File: config.mk
export PLATFORM = sky130hd
export DESIGN_NAME = multicycle_controller
export DESIGN_NICKNAME = d
export VERILOG_FILES = /design/src/rtl/cpu_pkg.sv /design/src/rtl/cond_unit.sv /design/src/rtl/multicycle_controller.sv
export SDC_FILE = /design/constraint.sdc
export NUM_CORES = 1
export LEC_CHECK = 0
export CAP_MARGIN = 20
export CORE_MARGIN = 4
export CORE_UTILIZATION = 38
export CTS_CLUSTER_SIZE = 25
export DETAILED_ROUTE_END_ITERATION = 12
export GPL_ROUTABILITY_DRIVEN = 0
export PLACE_DENSITY = 0.84
export RECOVER_POWER = 50
export SLEW_MARGIN = 15
export SYNTH_ARGS = -nofsm -noshare
export SYNTH_HDL_FRONTEND = slang
export SYNTH_SLANG_ARGS = --single-unit
File: constraint.sdc
create_clock -name clk -period 3.16 [get_ports clk]
set_clock_uncertainty 0.05 [all_clocks]
set_input_delay 0.632 -clock clk [delete_from_list [all_inputs] [get_ports clk]]
set_output_delay 0.632 -clock clk [all_outputs]
set_load 0.05 [all_outputs]
File: src/rtl/cpu_pkg.sv
// Shared encodings for the multicycle ARM-subset control path:
// FSM states, ALU/extender/mux select codes and condition codes.
package cpu_pkg;

    typedef enum logic [3:0] {
        S_FETCH,
        S_DECODE,
        S_MEMADR,
        S_MEMRD,
        S_MEMWB,
        S_MEMWR,
        S_EXECR,
        S_EXECI,
        S_ALUWB,
        S_BRANCH
    } state_t;

    localparam logic [1:0] ALU_ADD = 2'b00;
    localparam logic [1:0] ALU_SUB = 2'b01;
    localparam logic [1:0] ALU_AND = 2'b10;
    localparam logic [1:0] ALU_ORR = 2'b11;

    localparam logic [1:0] IMM_DP  = 2'b00;
    localparam logic [1:0] IMM_MEM = 2'b01;
    localparam logic [1:0] IMM_BR  = 2'b10;

    localparam logic [1:0] RES_ALUOUT = 2'b00;
    localparam logic [1:0] RES_DATA   = 2'b01;
    localparam logic [1:0] RES_ALU    = 2'b10;

    localparam logic [1:0] SRCB_REG  = 2'b00;
    localparam logic [1:0] SRCB_IMM  = 2'b01;
    localparam logic [1:0] SRCB_FOUR = 2'b10;

    localparam logic [1:0] OP_DP  = 2'b00;
    localparam logic [1:0] OP_MEM = 2'b01;
    localparam logic [1:0] OP_BR  = 2'b10;

    localparam logic [3:0] CMD_AND = 4'b0000;
    localparam logic [3:0] CMD_SUB = 4'b0010;
    localparam logic [3:0] CMD_ADD = 4'b0100;
    localparam logic [3:0] CMD_CMP = 4'b1010;
    localparam logic [3:0] CMD_ORR = 4'b1100;

    localparam logic [3:0] COND_EQ = 4'b0000;
    localparam logic [3:0] COND_NE = 4'b0001;
    localparam logic [3:0] COND_CS = 4'b0010;
    localparam logic [3:0] COND_CC = 4'b0011;
    localparam logic [3:0] COND_MI = 4'b0100;
    localparam logic [3:0] COND_PL = 4'b0101;
    localparam logic [3:0] COND_VS = 4'b0110;
    localparam logic [3:0] COND_VC = 4'b0111;
    localparam logic [3:0] COND_HI = 4'b1000;
    localparam logic [3:0] COND_LS = 4'b1001;
    localparam logic [3:0] COND_GE = 4'b1010;
    localparam logic [3:0] COND_LT = 4'b1011;
    localparam logic [3:0] COND_GT = 4'b1100;
    localparam logic [3:0] COND_LE = 4'b1101;
    localparam logic [3:0] COND_AL = 4'b1110;
    localparam logic [3:0] COND_NV = 4'b1111;

endpackage

File: src/rtl/cond_unit.sv
// Condition-code evaluation against the NZCV register,
// and the NZCV register itself with its S-bit update rule.
import cpu_pkg::*;

module cond_unit (
    input  logic       clk,
    input  logic       rst_n,
    input  logic [3:0] cond,
    input  logic [3:0] alu_flags,
    input  logic       flag_write,
    input  logic       arith,
    output logic       cond_ex,
    output logic [3:0] flags
);

    logic n, z, c, v;

    assign {n, z, c, v} = flags;

    always_comb begin
        cond_ex = 1'b0;
        unique case (cond)
            COND_EQ: cond_ex = z;
            COND_NE: cond_ex = !z;
            COND_CS: cond_ex = c;
            COND_CC: cond_ex = !c;
            COND_MI: cond_ex = n;
            COND_PL: cond_ex = !n;
            COND_VS: cond_ex = v;
            COND_VC: cond_ex = !v;
            COND_HI: cond_ex = c && !z;
            COND_LS: cond_ex = !c || z;
            COND_GE: cond_ex = (n == v);
            COND_LT: cond_ex = (n != v);
            COND_GT: cond_ex = !z && (n == v);
            COND_LE: cond_ex = z || (n != v);
            COND_AL: cond_ex = 1'b1;
            COND_NV: cond_ex = 1'b0;
        endcase
    end

    // Logical ops leave carry and overflow untouched.
    always_ff @(posedge clk or negedge rst_n) begin
        if (!rst_n) begin
            flags <= 4'b0000;
        end else if (flag_write) begin
            flags[3:2] <= alu_flags[3:2];
            if (arith)
                flags[1:0] <= alu_flags[1:0];
        end
    end

endmodule

File: src/rtl/multicycle_controller.sv
// Multicycle control FSM: decodes the IR and sequences fetch,
// decode, execute and writeback, driving all datapath selects.
import cpu_pkg::*;

module multicycle_controller #(
    parameter logic [3:0] PC_REG = 4'd15
) (
    input  logic        clk,
    input  logic        rst_n,
    input  logic [31:0] instr,
    input  logic [3:0]  alu_flags,
    input  logic        mem_ready,
    output logic        mem_req,
    output logic        adr_src,
    output logic        ir_write,
    output logic        pc_write,
    output logic        reg_write,
    output logic        mem_write,
    output logic [1:0]  result_src,
    output logic        alu_src_a,
    output logic [1:0]  alu_src_b,
    output logic [1:0]  alu_control,
    output logic [1:0]  imm_src,
    output logic [3:0]  flags
);

    state_t     state, next_state;
    logic [1:0] op;
    logic [3:0] cmd, rd;
    logic       i_bit, s_bit;
    logic [1:0] dp_op, alu_op_q;
    logic       legal, is_cmp, cond_ex, rd_pc;
    logic       mem_req_c, ir_c, pc_c, rw_c, mw_c;

    assign op    = instr[27:26];
    assign i_bit = instr[25];
    assign cmd   = instr[24:21];
    assign s_bit = instr[20];
    assign rd    = instr[15:12];
    assign rd_pc = (rd == PC_REG);

    assign imm_src = (op == 2'b11) ? IMM_DP : op;

    always_comb begin
        dp_op  = ALU_ADD;
        legal  = 1'b1;
        is_cmp = 1'b0;
        case (cmd)
            CMD_ADD: dp_op = ALU_ADD;
            CMD_SUB: dp_op = ALU_SUB;
            CMD_AND: dp_op = ALU_AND;
            CMD_ORR: dp_op = ALU_ORR;
            CMD_CMP: begin
                dp_op  = ALU_SUB;
                is_cmp = 1'b1;
            end
            default: legal = 1'b0;
        endcase
    end

    cond_unit u_cond (
        .clk        (clk),
        .rst_n      (rst_n),
        .cond       (instr[31:28]),
        .alu_flags  (alu_flags),
        .flag_write (state == S_ALUWB && s_bit),
        .arith      (alu_op_q == ALU_ADD || alu_op_q == ALU_SUB),
        .cond_ex    (cond_ex),
        .flags      (flags)
    );

    always_ff @(posedge clk or negedge rst_n) begin
        if (!rst_n) begin
            state    <= S_FETCH;
            alu_op_q <= ALU_ADD;
        end else begin
            state <= next_state;
            if (state == S_EXECR || state == S_EXECI)
                alu_op_q <= dp_op;
        end
    end

    always_comb begin
        next_state  = state;
        mem_req_c   = 1'b0;
        ir_c        = 1'b0;
        pc_c        = 1'b0;
        rw_c        = 1'b0;
        mw_c        = 1'b0;
        adr_src     = 1'b0;
        alu_src_a   = 1'b1;
        alu_src_b   = SRCB_FOUR;
        alu_control = ALU_ADD;
        result_src  = RES_ALU;
        unique case (state)
            S_FETCH: begin
                mem_req_c = 1'b1;
                if (mem_ready) begin
                    ir_c       = 1'b1;
                    pc_c       = 1'b1;
                    next_state = S_DECODE;
                end
            end
            S_DECODE: begin
                if (!cond_ex || op == 2'b11 || (op == OP_DP && !legal))
                    next_state = S_FETCH;
                else if (op == OP_DP)
                    next_state = i_bit ? S_EXECI : S_EXECR;
                else if (op == OP_MEM)
                    next_state = S_MEMADR;
                else
                    next_state = S_BRANCH;
            end
            S_MEMADR: begin
                alu_src_a  = 1'b0;
                alu_src_b  = SRCB_IMM;
                next_state = s_bit ? S_MEMRD : S_MEMWR;
            end
            S_MEMRD: begin
                mem_req_c = 1'b1;
                adr_src   = 1'b1;
                if (mem_ready)
                    next_state = S_MEMWB;
            end
            S_MEMWB: begin
                result_src = RES_DATA;
                rw_c       = 1'b1;
                pc_c       = rd_pc;
                next_state = S_FETCH;
            end
            S_MEMWR: begin
                mem_req_c = 1'b1;
                mw_c      = 1'b1;
                adr_src   = 1'b1;
                if (mem_ready)
                    next_state = S_FETCH;
            end
            S_EXECR, S_EXECI: begin
                alu_src_a   = 1'b0;
                alu_src_b   = (state == S_EXECI) ? SRCB_IMM : SRCB_REG;
                alu_control = dp_op;
                next_state  = S_ALUWB;
            end
            S_ALUWB: begin
                result_src = RES_ALUOUT;
                rw_c       = !is_cmp;
                pc_c       = rd_pc && !is_cmp;
                next_state = S_FETCH;
            end
            S_BRANCH: begin
                alu_src_a  = 1'b0;
                alu_src_b  = SRCB_IMM;
                pc_c       = 1'b1;
                next_state = S_FETCH;
            end
            default: next_state = S_FETCH;
        endcase
    end

    // Reset must silence strobes even though FETCH normally requests memory.
    assign mem_req   = mem_req_c & rst_n;
    assign ir_write  = ir_c & rst_n;
    assign pc_write  = pc_c & rst_n;
    assign reg_write = rw_c & rst_n;
    assign mem_write = mw_c & rst_n;

endmodule

==> results.ini <==
[sta]
hold_viol_final = 0
worst_slew_pin_slew_ns = 0.662
whs_ns = 0.447
max_freq_mhz = 336
relSlewSlack_pct = 55.9
tns_ns = 0
rsz0062_at_grt = no
setup_viol = 0
fin_crit_ns = 2.98
timing.final.crit_share_pct = 94.3
report.final.slew_viol_count = 0

[global_routing]
antenna_found_initial = 0
grt_pass1_wl_mm = 4.17
track_usage_pct = 16.1
grt.overflow.total = 0
first_global_vias = 1008
grt_max_degree = 14

[routing]
drtPass1Iterations = 4
via_per_inst = 5.33
routed.top_layer = met4
wl_met3_um = 124
drt_wl_total_mm = 2.38
met1_length_um = 968
vias = 965
drc = 0
ant_nets = 0
drt_iter0_drc = 35
wl_per_cell_um = 13.2
wl_met2_mm = 1.26

[critical_path]
cp_slowest_stage_delay_ns = 0.47
required_ns = 2.48
endpoint_kind = primary output
path_max_fanout = 5
start_kind = primary input
cpMaxStageDelayCell = clkdlybuf4s50_1
critPathKind = in -> out
path_cells = clkdlybuf4s50_1, nand2b_1, or3b_1, a21oi_1, o21ai_1, a31o_1, buf_4
critPathBufInv = 2
critical_path.top_delay_family = buffers and inverters
arrival_ns = 2.30

[layout]
register_area_sq_um = 225
fin_util_pct = 61.9
multi_input_area_sq_um = 596
fillerInstances = 212
nNetsFinal = 193
drive_gt1_share_pct = 15.0
n_antenna_cell = 0
synthToLayoutAreaGrowth_pct = 55.1

[floorplan]
die_area_sq_mm = 0.00316
start_util_pct = 39.9
die_h_um = 56.2
chipWidth_um = 56.2
ios = 58
core-area_sq_mm = 0.00221
fp-row-count = 17

[logic_synthesis]
synth_fp_nets = 151
synth_edf_count = 0
syn-cell-area_sq_um = 883
ys_ff_latch = 9
yosysWarnings = 0
synth-main-ff-cell = dfrtp_1
ys_types = 41
syn_avg_cell_area_sq_um = 7.89
syn_inst = 112
async_flop_share_pct = 100
ys_seq_area_share_pct = 25.5

[clock_network]
clk_path_buf_depth = 2
cts_buffers = 3
clkSinkCount = 9
cts_resized = 0
cts_tree = built
cts_root_buf = clkbuf_4
cts_hold_buf = 0
htreeDepth = 1
clk_transition_reported_paths_ns = 0.06
clock_latency_ns = 0.26
cts_setup_buffers = 0

[place]
io_buffers = 41
hpwl_mm = 1.96

[power_and_ir_drop]
power_leakage_nw = 0.568
peakVddDrop_uv = 504
total_power_w = 0.000997
power_density_mw_per_mm2 = 728

[status]
status = completed

[worst_hold_path]
worstHoldPathType = reg -> reg

[job]
maxCapViolations = 0

-- where the power goes --
| part | leakage [nW] | internal (W) | total, W | switching [W] |
|---|---|---|---|---|
| registers | 0.116 | 0.000158 | 0.000233 | 0.0000751 |
| logic | 0.436 | 0.000262 | 0.000677 | 0.000415 |
| clock network | 0.0150 | 0.0000486 | 0.0000873 | 0.0000388 |
-- final timing paths --
check	slack, ns	cells after the start	to	startpoint
worst max-delay path	0.18	7	pc_write	instr[23]
worst min-delay path	0.45	1	alu_op_q[1]	alu_op_q[1]
worst max register to register	1.36	5	state[0]	u_cond.flags[0]
worst min register to register	0.45	1	alu_op_q[1]	alu_op_q[1]
max in group asynchronous	1.74	2	u_cond.flags[0]	rst_n
min in group asynchronous	0.90	2	state[2]	rst_n
-- layout make-up --
class                           count  area share [%]
Tap cell                           28            2.56
Clock buffer                        4            1.92
Inverter                            7            1.92
Timing Repair Buffer               43            33.7
Multi-Input combinational cell     90            43.5
Sequential cell                     9            16.4
-- worst register-to-register path: cells and delay by family (launching register included) --
| kind | cells | cell delay (ns) |
|---|---|---|
| compound gates | 4 | 0.89 |
| xor+xnor | 1 | 0.31 |
| flops | 1 | 0.41 |
-- logic make-up (layout without fill, tap and decap cells) --
logic type	count (synthesis)	in the layout	share of synthesized area (%)
AOI/OAI and AO/OA	30	30	25.8
xor gates and xnor gates	5	5	4.96
buffers and inverters	13	54	7.08
DFF	9	9	25.5
muxes	6	6	7.37
and+or+nand+nor	49	49	29.3
-- placed cells by master, fill, tap and decap left out, types with 4 or more instances in the layout --
cell type,synthesis,final
nor3_1,5,5
nand3_1,4,4
buf_4,3,5
inv_1,7,7
o21ai_0,8,8
buf_12,0,5
nor2_1,11,11
a21oi_1,6,6
dfrtp_1,9,9
dlygate4sd3_1,0,5
nand2b_1,7,7
nand2_1,10,10
clkdlybuf4s50_1,0,27
-- per-layer routing --
metal  vias up  track usage [%]
li1        479                -
met1       448             17.6
met2        32             29.4
met3         6             3.48
met4         0             7.12
met5         -                0
-- stage by stage --
step           instance area [sq um]  cells  setup slack (ns)
4_1_cts                         1380    181             0.188
3_3_place_gp                    1350    177             0.190
6_report                        1370    181             0.179
5_1_grt                         1370    181            0.0253
2_1_floorplan                    888    112             0.147
3_5_place_dp                    1350    177             0.192
-- registers in the layout, indices dropped and copies added, names as in the netlist --
name and count:
u_cond.flags 4, alu_op_q 1, state 4
-- cell usage after synthesis, types with 4 or more instances --
cell type | instances | share of area, %
nor2_1 | 11 | 4.7
nand2_1 | 10 | 4.2
dfrtp_1 | 9 | 25
o21ai_0 | 8 | 4.5
inv_1 | 7 | 3.0
nand2b_1 | 7 | 5.0
a21oi_1 | 6 | 3.4
nor3_1 | 5 | 2.8
nand3_1 | 4 | 2.3
Power figures use the tool's default switching activity.
